### src/rtl/lab3_mem_pkg.sv
// Shared definitions for the memory-side responder: request type codes and the
// control FSM state encoding.
package lab3_mem_pkg;

  localparam logic [2:0] MEM_TYPE_READ  = 3'd0;
  localparam logic [2:0] MEM_TYPE_WRITE = 3'd1;

  typedef enum logic [1:0] {
    IDLE,
    ACCESS,
    WAIT,
    RESP
  } mem_state_e;

endpackage

### src/rtl/lab3_mem_latency_counter.sv
// Down-counter that times the response-latency WAIT phase of the responder.
module lab3_mem_latency_counter #(
  parameter int unsigned lat_bw = 4
) (
  input  logic              clk,
  input  logic              reset,
  input  logic              load,
  input  logic [lat_bw-1:0] load_value,
  input  logic              dec,
  output logic              is_zero
);

  logic [lat_bw-1:0] count_q, count_d;

  assign is_zero = (count_q == '0);

  always_comb begin
    count_d = count_q;
    if (load) begin
      count_d = load_value;
    end else if (dec && !is_zero) begin
      count_d = count_q - 1'b1;
    end
  end

  always_ff @(posedge clk or negedge reset) begin
    if (!reset) begin
      count_q <= '0;
    end else begin
      count_q <= count_d;
    end
  end

endmodule

### src/rtl/lab3_mem_test_mem_ctrl.sv
// Control unit for the memory-side val/rdy responder: accept, access the array,
// wait a fixed latency, then hold the response until the cache side takes it.
module lab3_mem_test_mem_ctrl
  import lab3_mem_pkg::*;
#(
  parameter int unsigned latency = 2
) (
  input  logic       clk,
  input  logic       reset,
  input  logic       memreq_val,
  output logic       memreq_rdy,
  input  logic [2:0] memreq_type,
  output logic       memresp_val,
  input  logic       memresp_rdy,
  output logic       req_reg_en,
  output logic       array_wen,
  output logic       resp_reg_en
);

  localparam int unsigned lat_bw = 4;
  localparam bit ZeroLat = (latency == 0);
  localparam int unsigned LatLoad = ZeroLat ? 0 : latency - 1;

  mem_state_e state_q, state_d;
  logic       cnt_load, cnt_dec, cnt_zero;

  lab3_mem_latency_counter #(
    .lat_bw(lat_bw)
  ) u_lat_cnt (
    .clk       (clk),
    .reset     (reset),
    .load      (cnt_load),
    .load_value(lat_bw'(LatLoad)),
    .dec       (cnt_dec),
    .is_zero   (cnt_zero)
  );

  always_comb begin
    state_d     = state_q;
    memreq_rdy  = 1'b0;
    memresp_val = 1'b0;
    req_reg_en  = 1'b0;
    array_wen   = 1'b0;
    resp_reg_en = 1'b0;
    cnt_load    = 1'b0;
    cnt_dec     = 1'b0;

    unique case (state_q)
      IDLE: begin
        memreq_rdy = 1'b1;
        if (memreq_val) begin
          req_reg_en = 1'b1;
          state_d    = ACCESS;
        end
      end
      ACCESS: begin
        resp_reg_en = 1'b1;
        array_wen   = (memreq_type == MEM_TYPE_WRITE);
        if (ZeroLat) begin
          state_d = RESP;
        end else begin
          cnt_load = 1'b1;
          state_d  = WAIT;
        end
      end
      WAIT: begin
        if (cnt_zero) begin
          state_d = RESP;
        end else begin
          cnt_dec = 1'b1;
        end
      end
      RESP: begin
        memresp_val = 1'b1;
        memreq_rdy  = memresp_rdy;
        // Response and next request can both handshake here, skipping IDLE.
        if (memresp_rdy) begin
          if (memreq_val) begin
            req_reg_en = 1'b1;
            state_d    = ACCESS;
          end else begin
            state_d = IDLE;
          end
        end
      end
      default: state_d = IDLE;
    endcase

    // State is already IDLE under reset; only the request enable needs masking.
    if (!reset) begin
      memreq_rdy  = 1'b1;
      memresp_val = 1'b0;
      req_reg_en  = 1'b0;
      array_wen   = 1'b0;
      resp_reg_en = 1'b0;
    end
  end

  always_ff @(posedge clk or negedge reset) begin
    if (!reset) begin
      state_q <= IDLE;
    end else begin
      state_q <= state_d;
    end
  end

endmodule

### config.mk
export PLATFORM = sky130hd
export DESIGN_NAME = lab3_mem_test_mem_ctrl
export DESIGN_NICKNAME = d
export VERILOG_FILES = /design/src/rtl/lab3_mem_pkg.sv /design/src/rtl/lab3_mem_latency_counter.sv /design/src/rtl/lab3_mem_test_mem_ctrl.sv
export SDC_FILE = /design/constraint.sdc
export NUM_CORES = 1
export LEC_CHECK = 0
export BUFFER_PORTS_ARGS = -buffer_cell sky130_fd_sc_hd__buf_2
export CAP_MARGIN = 10
export CORE_MARGIN = 1.5
export CORE_UTILIZATION = 25
export DETAILED_ROUTE_END_ITERATION = 8
export PLACE_DENSITY = 0.46
export SKIP_LAST_GASP = 1
export SYNTH_ARGS = -nofsm -noshare
export SYNTH_HDL_FRONTEND = slang
export SYNTH_SLANG_ARGS = --single-unit
### constraint.sdc
create_clock -name clk -period 3.61 [get_ports clk]
set_input_delay 0.722 -clock clk [delete_from_list [all_inputs] [get_ports clk]]
set_output_delay 0.722 -clock clk [all_outputs]
set_load 0.05 [all_outputs]
==> summary.txt, run 1 <==
Run status
  – Status: finished clean

Floorplan
  – Die X: 47.2 um
  – Die area: 2230 um2
  – Core Region: 1780 um2
  – Die Y: 47.2 um
  – Initial core utilization: 0.274
  – Top-Level Pins: 12
  – Std cell rows: 15

Global routing
  – GRT Total Usage: 0.106
  – Vias in the first global route: 348
  – Total congestion overflow: 0
  – Global-route wire length before repair: 1520 um
  – Largest net degree at the start of global routing: 11
  – Initial antenna violation count: 0

Worst setup path
  – Worst-path fanout max: 5
  – Critical path class: register to primary output
  – Worst Setup End Kind: primary output
  – Worst R2R End: state_q[1]$_DFFE_PN0P_
  – Flop2flop setup slack: 1.77 ns
  – Kind of start point of the critical path: register
  – Worst path required time: roughly 2.9 ns
  – RR Startpoint: u_lat_cnt.count_q[0]$_DFFE_PN0P_
  – FF-to-FF path depth: 5
  – Crit path arrival time: between 1.5 and 2 ns

CTS
  – Post-CTS sizing: 0
  – CTS tree: yes
  – Clock insertion delay at the later pin of the skew report: 0.24 ns
  – CTS Root Cell: clkbuf_4
  – Max Buffers Root-to-Sink: 2
  – CTS Buf Count: 3
  – Clk pin slew, worst setup/hold paths: 0.04 ns
  – Post-CTS setup buffer count: 0
  – H-tree depth: 1
  – Post-cts hold buffer count: 0
  – Clk sinks: 6

Timing
  – Final setup viols: 0
  – Final min period: 2.27 ns
  – Max Transition Viols Final: 0
  – Hold Fails Final Rpt: 0
  – Period utilisation layout: 0.630
  – Final worst slack: approximately 1.3 ns
  – Setup TNS: 0 ns
  – Worst Skew: between 0.0004 and 0.0005 ns
  – Max_slew headroom: 0.752
  – Actual slew at the worst max-slew pin: 0.371 ns
  – RSZ-0062 raised after global routing: false
  – Fmax: 440 MHz

Synthesis
  – Post-Syn Area per Cell: 9.57 um2
  – Post-Syn Area: just under 500 um2
  – Syn Nets: 65
  – Post-synthesis sequential area ratio: 0.308
  – Yosys reg bits: 6
  – Mapped Cells: slightly above 50
  – Cell variety after synth: 24
  – Synth Warn #: 0

Routing
  – Drt wl/cell: 10.3 um
  – Drt initial violations: 10
  – Detailed Route WL: 930 um
  – Vias: 415
  – Pre-Repair DR Iteration Count: 4
  – Vias/cell: about 4.6
  – DRT antenna net count: 0
  – # DRC: 0

Min path
  – Min-delay worst type: input pin to asynchronous set/reset pin

Final layout
  – Most common cell after layout, fill and taps aside: buf_2
  – Layout area overhead: 22.3%
  – Most frequent cells in the layout: 11 x buf_2, 7 x inv_1, 7 x ha_1
  – Fin nets: 81
  – FILL cells: roughly 190
  – ANT cells: 0
  – Share of cells above drive strength 1: 0.292

Pwr
  – Leak Pwr: 0.287 nW
  – Peak supply drop: 364 uV
  – Pwr Density: 887 nW/um2

Run
  – MaxCap Viol Count: 0

Place
  – Hpwl dp: 762 um
  – Port bufs: 11
  – Post-Place Worst Slack: 1.39 ns
  – GP Congestion: 0.757
## worst max path at each step
stage	endpoint	from	slack (ns)
finish	array_wen	state_q[1]$_DFFE_PN0P_	1.34
global route	array_wen	state_q[1]$_DFFE_PN0P_	1.21
CTS	array_wen	state_q[1]$_DFFE_PN0P_	1.31
detailed placement	array_wen	reset	1.39
global placement	array_wen	reset	1.41
floorplan	memreq_rdy	memresp_rdy	1.01
## layout make-up
class	instances	area, um2	share of cell area
repair buffers	11	55.1	0.0922
clock buffers	3	22.5	0.0377
inverters	7	26.3	0.0440
multi-input cells	38	312	0.522
well taps	25	31.3	0.0524
flip-flops and latches	6	150	0.252
## registers in the layout, indices dropped and copies added (netlist names)
name               cells
u_lat_cnt.count_q      4
state_q                2
## logic make-up (layout without fill, tap and decap cells)
family | after synthesis | count (layout) | synth area share
multiplexers | 1 | 1 | 0.0231
flip-flops | 6 | 6 | 0.308
AND/OR/NAND/NOR | 16 | 16 | 0.200
AO/OA/AOI/OAI | 14 | 14 | 0.236
buffers and inverters | 7 | 21 | 0.0539
adder cells (fa/ha/maj) | 7 | 7 | 0.179
## metal layers
layer / GRT usage / routed length [um] / vias to the layer above
met2: 0.145 / 381 / 12
met3: 0.0462 / 45 / 2
li1: - / - / 214
met4: 0.0833 / 21 / 0
met1: 0.127 / 482 / 187
met5: 0 / 0 / -
## synthesized netlist by cell type, drive strengths merged
library cell,instances,share of area
ha,7,0.18
inv,7,0.054
dfrtp,6,0.31
a21oi,4,0.041
nor3,3,0.031
o21ai,3,0.031
a211oi,2,0.041
and2,2,0.026
nor2,2,0.015
nor2b,2,0.026
a2111oi,1,0.056
a2bb2oi,1,0.018
and3,1,0.013
mux2,1,0.023
nand2,1,0.0077
nand4b,1,0.018
nor3b,1,0.015
o211ai,1,0.015
o21a,1,0.015
o41ai,1,0.018
or2,1,0.013
or3,1,0.013
or3b,1,0.023
## worst max-delay path, stage by stage, from the launching register on
cell and delay, ns:
dfrtp_1 0.42, inv_1 0.12, ha_1 0.23, and2_1 0.15, and3_1 0.14, buf_2 0.25
## power breakdown
part,total (mW),leakage (nW),switching [mW],internal (mW)
Sequential,0.129,0.0741,0.0293,0.0996
Combinational,0.340,0.199,0.199,0.142
Clock,0.0600,0.0138,0.0225,0.0375
Total,0.529,0.287,0.251,0.279
## per-stage QoR
| stage | total power, mW | instances | hold WS, ns | area [um2] | utilization |
|---|---|---|---|---|---|
| final | 0.529 | 90 | 0.324 | 597 | 0.335 |
| after global routing | 0.583 | 90 | 0.318 | 597 | 0.335 |
| after CTS | 0.537 | 90 | 0.320 | 597 | 0.335 |
| after detailed placement | 0.472 | 87 | 0.563 | 574 | 0.322 |
| after global placement | 0.477 | 87 | 0.576 | 574 | 0.322 |
| after floorplan | 0.404 | 51 | 0.426 | 488 | - |
Note: power is estimated with default switching activity, not from simulation.
==> inputs of run 2 (changes only) <==
Settings changed: PLACE_DENSITY 0.46 to 0.47.
Clock period 3.61 ns to 2 ns, I/O delays scaled along.
==> run 2 against run 1 <==
Register-to-register slack worse by 1.6 ns. Total power increased by 86%. Cell count grew 1.1%. Non-clock buffer count grew 1. Critical path type unchanged. Critical endpoint unchanged. Largest power group unchanged.
==> summary.txt, run 2 (synthesis gave the netlist of run 1 again) <==
Routing
  – DRT antenna net count: 0
  – Vias/cell: 4.59
  – Vias: 418
  – Pre-Repair DR Iteration Count: 2
  – Detailed Route WL: 990 um
  – Drt wl/cell: 10.9 um
  – Drt initial violations: 4
  – # DRC: 0

Pwr
  – Switching share of power: 0.476
  – Peak supply drop: 730 uV
  – Pwr Density: 1590 nW/um2
  – Clock group share of total power: 0.120
  – P_sw: approximately 0.47 mW
  – Combinational share of power: 0.646
  – Leak Pwr: roughly 0.29 nW
  – Total Power: 0.984 mW
  – Flop pwr share: 0.234
  – Pint: 0.516 mW

Worst setup path
  – Worst path required time: 1.60 ns
  – Bufs and invs on worst path: 2
  – Flop2flop setup slack: 0.19 ns
  – Kind of start point of the critical path: register
  – Cell family with most CP delay: flip-flops
  – Slowest cell on the critical path: dfrtp_1
  – CP cell instances: inv_1, ha_2, and2_1, and3_2, buf_4
  – FF-to-FF path depth: 5
  – Cell count along the critical path: 5
  – Worst Setup End Kind: primary output
  – CP peak stage delay: 0.41 ns
  – Worst R2R End: state_q[1]$_DFFE_PN0P_
  – RR Startpoint: u_lat_cnt.count_q[0]$_DFFE_PN0P_
  – Critical path class: register to primary output
  – Worst setup startpoint: state_q[1]$_DFFE_PN0P_
  – Crit path to: array_wen
  – Worst-path fanout max: 5
  – Crit path arrival time: 1.50 ns

Place
  – Port bufs: 11
  – GP Congestion: approximately 0.71
  – Area after DPL: approximately 580 um2
  – # placed instances: 87
  – Hpwl dp: between 700 and 800 um

CTS
  – Clock insertion delay at the later pin of the skew report: around 0.25 ns
  – H-tree depth: 1
  – Clk pin slew, worst setup/hold paths: 0.04 ns
  – Post-CTS setup buffer count: 0
  – CTS Buf Count: 3
  – Max Buffers Root-to-Sink: 2
  – CTS tree: yes
  – CTS Root Cell: clkbuf_4
  – Clk sinks: 6

Run
  – MaxCap Viol Count: 0

Timing
  – Hold Fails Final Rpt: 0
  – Max_slew headroom: 0.754
  – Worst Skew: approximately 0.013 ns
  – Fmax: 525 MHz
  – RSZ-0062 raised after global routing: true
  – Max Transition Viols Final: 0
  – Final min period: 1.90 ns
  – Period utilisation layout: 0.952
  – Setup TNS: 0 ns
  – Final setup viols: 0
  – Actual slew at the worst max-slew pin: around 0.37 ns

Min path
  – Min-delay worst type: input pin to register

Global routing
  – Vias in the first global route: 380
  – Total congestion overflow: 0
  – Largest net degree at the start of global routing: 7
  – GRT Total Usage: 0.116
  – Initial antenna violation count: 0
  – Global-route wire length before repair: 1670 um

Final layout
  – Max reg flops: 4
  – Finished Cell Area: 621 um2
  – Most frequent cells in the layout: 9 x buf_2, 7 x inv_1, 6 x ha_1, 6 x dfrtp_1, 4 x a21oi_1
  – Fin nets: 82
  – Top flop regs: u_lat_cnt.count_q (4), state_q (2)
  – Most common cell after layout, fill and taps aside: buf_2
  – Final Non-Filler Cells: between 90 and 100
  – Reg with most FFs: u_lat_cnt.count_q
  – Layout area overhead: 27.2%
  – Share of cells above drive strength 1: 0.333
  – ANT cells: 0
  – FILL cells: 190
  – Post-Route Utilization: 0.348

Floorplan
  – Top-Level Pins: 12
  – Die area: 2230 um2
  – Std cell rows: 15
  – Core Region: 1780 um2
  – Die Y: 47.2 um
  – Initial core utilization: 0.274
  – Die X: 47.2 um

Run status
  – Status: finished clean
## run 2: cell type report
class	instances	area, um2	area share
multi-input combinational	38	320	0.516
inverter	7	26.3	0.0423
clock buffer	3	22.5	0.0363
sequential	6	150	0.242
tap	25	31.3	0.0504
timing repair buffer	12	70.1	0.113
## run 2: worst register-to-register path, stage by stage (launching register included)
cell and delay [ns]:
dfrtp_1 0.39, inv_1 0.10, ha_1 0.16, or3b_4 0.42, a211oi_2 0.28, mux2_2 0.36
## run 2: timing repair
item                       CTS  global route
hold endpoints to repair     6             0
setup endpoints to repair    1             2
gates cloned                 0             0
gates resized for setup      1             3
hold buffers                 1             0
## run 2: worst min-delay path by stage
stage	from	end	slack, ns	cells past startpoint
floorplan	reset	state_q[0]$_DFFE_PN0P_	0.10	0
global placement	reset	state_q[1]$_DFFE_PN0P_	0.26	1
detailed placement	reset	state_q[1]$_DFFE_PN0P_	0.26	1
finish	memreq_val	state_q[0]$_DFFE_PN0P_	0.52	3
CTS	memreq_val	state_q[0]$_DFFE_PN0P_	0.52	3
global route	memreq_val	state_q[0]$_DFFE_PN0P_	0.53	3
## run 2: power by group through the flow
stage | registers [mW] | logic, mW | clock network (mW)
2_1_floorplan | 0.220 | 0.522 | 0
3_3_place_gp | 0.235 | 0.640 | 0
3_5_place_dp | 0.233 | 0.631 | 0
4_1_cts | 0.231 | 0.636 | 0.124
5_1_grt | 0.243 | 0.702 | 0.130
6_report | 0.231 | 0.635 | 0.118
## run 2: metal layers
layer / wire length, um / up-vias / global-route usage
met4: 10 / 0 / 0.0667
met5: 0 / - / 0
li1: - / 215 / -
met1: 502 / 195 / 0.149
met3: 37 / 2 / 0.0577
met2: 439 / 6 / 0.153
## run 2: stage by stage
step	setup slack [ns]	hold slack [ns]
floorplan	0.0391	0.104
global placement	0.216	0.262
detailed placement	0.182	0.261
CTS	0.0450	0.521
global route	-0.00995	0.526
finish	0.0963	0.522
==> inputs of run 3 (changes only) <==
Settings changed: CAP_MARGIN 10 to 20, CORE_MARGIN 1.5 to 8, GPL_ROUTABILITY_DRIVEN set to 0.
==> run 3 against run 2 <==
Sequential power about the same. Clock skew shrank 0.011 ns. Critical path depth shrank 1. Flip-flop and latch count is the same. Critical endpoint is now memreq_rdy. Combinational power is 3.6% higher. Register-to-register slack got worse by 0.04 ns. Highest routed layer unchanged. Total power grew 1.7%. First-iteration DRC count increased to 3.0 times the previous value. Non-clock buffer count rose by 2.
==> summary.txt, run 3 (synthesis gave the netlist of run 1 again) <==
Run status
  – Status: finished clean

Place
  – Hpwl dp: 838 um
  – # placed instances: a little under 90
  – Port bufs: 11

Final layout
  – Layout area overhead: 32.1%
  – Reg with most FFs: u_lat_cnt.count_q
  – Max reg flops: 4
  – Top flop regs: u_lat_cnt.count_q (4), state_q (2)
  – Most common cell after layout, fill and taps aside: buf_2
  – Post-Route Utilization: 0.339
  – Fin nets: 84
  – ANT cells: 0
  – Most frequent cells in the layout: 9 x buf_2, 7 x inv_1, 6 x ha_1, 6 x dfrtp_1, 4 x clkbuf_4
  – Final Non-Filler Cells: 95
  – Share of cells above drive strength 1: 0.353

Routing
  – Detailed Route WL: 1050 um
  – Vias: approximately 430
  – DRT antenna net count: 0
  – Vias/cell: 4.48
  – # DRC: 0
  – Drt initial violations: 12
  – Pre-Repair DR Iteration Count: 4
  – Drt wl/cell: between 10 and 15 um

Worst setup path
  – Worst-path fanout max: 4
  – Crit path arrival time: roughly 1.5 ns
  – Critical path class: register to primary output
  – Kind of start point of the critical path: register
  – Worst Setup End Kind: primary output
  – Worst path required time: 1.60 ns
  – CP cell instances: inv_1, ha_1, o21ai_1, buf_2
  – Slowest cell on the critical path: dfrtp_1
  – CP peak stage delay: 0.40 ns

Timing
  – Max Transition Viols Final: 0
  – Fmax: 521 MHz
  – RSZ-0062 raised after global routing: false
  – Period utilisation layout: 0.959
  – Max_slew headroom: 0.759
  – Actual slew at the worst max-slew pin: 0.360 ns
  – Worst Skew: 0.00140 ns
  – Final setup viols: 0
  – Hold Fails Final Rpt: 0
  – Final min period: around 1.9 ns
  – Setup TNS: 0 ns

CTS
  – Max Buffers Root-to-Sink: 2
  – H-tree depth: 1
  – Clk sinks: 6
  – CTS Root Cell: clkbuf_4
  – CTS Buf Count: 3
  – Clock insertion delay at the later pin of the skew report: 0.24 ns
  – Clk pin slew, worst setup/hold paths: 0.04 ns
  – CTS tree: yes

Global routing
  – Initial antenna violation count: 0
  – Total congestion overflow: 0
  – Vias in the first global route: 451
  – GRT Total Usage: 0.0702
  – Largest net degree at the start of global routing: 7
  – Global-route wire length before repair: 1880 um

Floorplan
  – Die X: 60.2 um
  – Die area: 3620 um2
  – Die Y: 60.2 um
  – Top-Level Pins: 12
  – Initial core utilization: 0.257
  – Core Region: 1900 um2
  – Std cell rows: 16

Min path
  – Min-delay worst type: input pin to register

Pwr
  – Leak Pwr: 0.298 nW
  – Peak supply drop: 653 uV
  – Pwr Density: 1550 nW/um2
  – Total Power: 1.00 mW

Run
  – MaxCap Viol Count: 0
run 3: changes by cell type in the layout (fill, tap and decap cells not counted), sizes merged:
| cell | previous run | this run |
|---|---|---|
| dlygate4sd3 | 1 | 2 |
| clkbuf | 3 | 4 |
run 3: layout make-up:
class                   count  area [um2]
fillers                   209        1260
multi-input cells          38         324
flip-flops and latches      6         150
clock buffers               3        22.5
repair buffers             14        87.6
well taps                  27        33.8
inverters                   7        26.3
run 3: stage by stage:
stage               instance area (um2)  hold WS [ns]  setup slack (ns)
CTS                                 626         0.523            0.0202
global route                        644         0.564           0.00402
global placement                    583         0.257             0.221
detailed placement                  583         0.260             0.169
finish                              644         0.520            0.0817
floorplan                           494         0.104            0.0391
run 3: power breakdown:
| group | switching [mW] | total (mW) | internal (mW) | leakage, nW |
|---|---|---|---|---|
| logic | 0.375 | 0.658 | 0.284 | 0.210 |
| registers | 0.0542 | 0.234 | 0.180 | 0.0741 |
| clock network | 0.0406 | 0.108 | 0.0677 | 0.0138 |
run 3: layer usage:
metal / wire, um / track usage / part of all wire
met1: 477 / 0.0766 / 0.45
met2: 542 / 0.113 / 0.51
met3: 17 / 0.0129 / 0.016
met4: 16 / 0.0612 / 0.015
met5: 0 / 0 / 0
run 3: worst max-delay path, delay by kind of cell, from the launching register on:
family	cells	cell delay (ns)
AOI/OAI and AO/OA	1	0.14
adders and majority gates	1	0.35
buffers and inverters	2	0.39
DFF	1	0.40
run 3: worst paths after layout:
check | to | cells past startpoint | start | slack [ns]
min | state_q[0]$_DFFE_PN0P_ | 3 | memreq_val | 0.52
max | memreq_rdy | 4 | state_q[0]$_DFFE_PN0P_ | 0.08
min in group asynchronous | state_q[0]$_DFFE_PN0P_ | 2 | reset | 0.57
min reg2reg | u_lat_cnt.count_q[3]$_DFFE_PN0P_ | 2 | u_lat_cnt.count_q[3]$_DFFE_PN0P_ | 0.57
max in group asynchronous | u_lat_cnt.count_q[3]$_DFFE_PN0P_ | 2 | reset | 1.25
max reg2reg | state_q[1]$_DFFE_PN0P_ | 5 | u_lat_cnt.count_q[0]$_DFFE_PN0P_ | 0.15
run 3: what timing repair did:
| action | CTS | global route |
|---|---|---|
| endpoints found under the setup margin | 0 | 3 |
| hold endpoints to repair | 3 | 0 |
| buffers inserted | 0 | 1 |
| hold buffers | 2 | 0 |
| resized for setup | 0 | 5 |
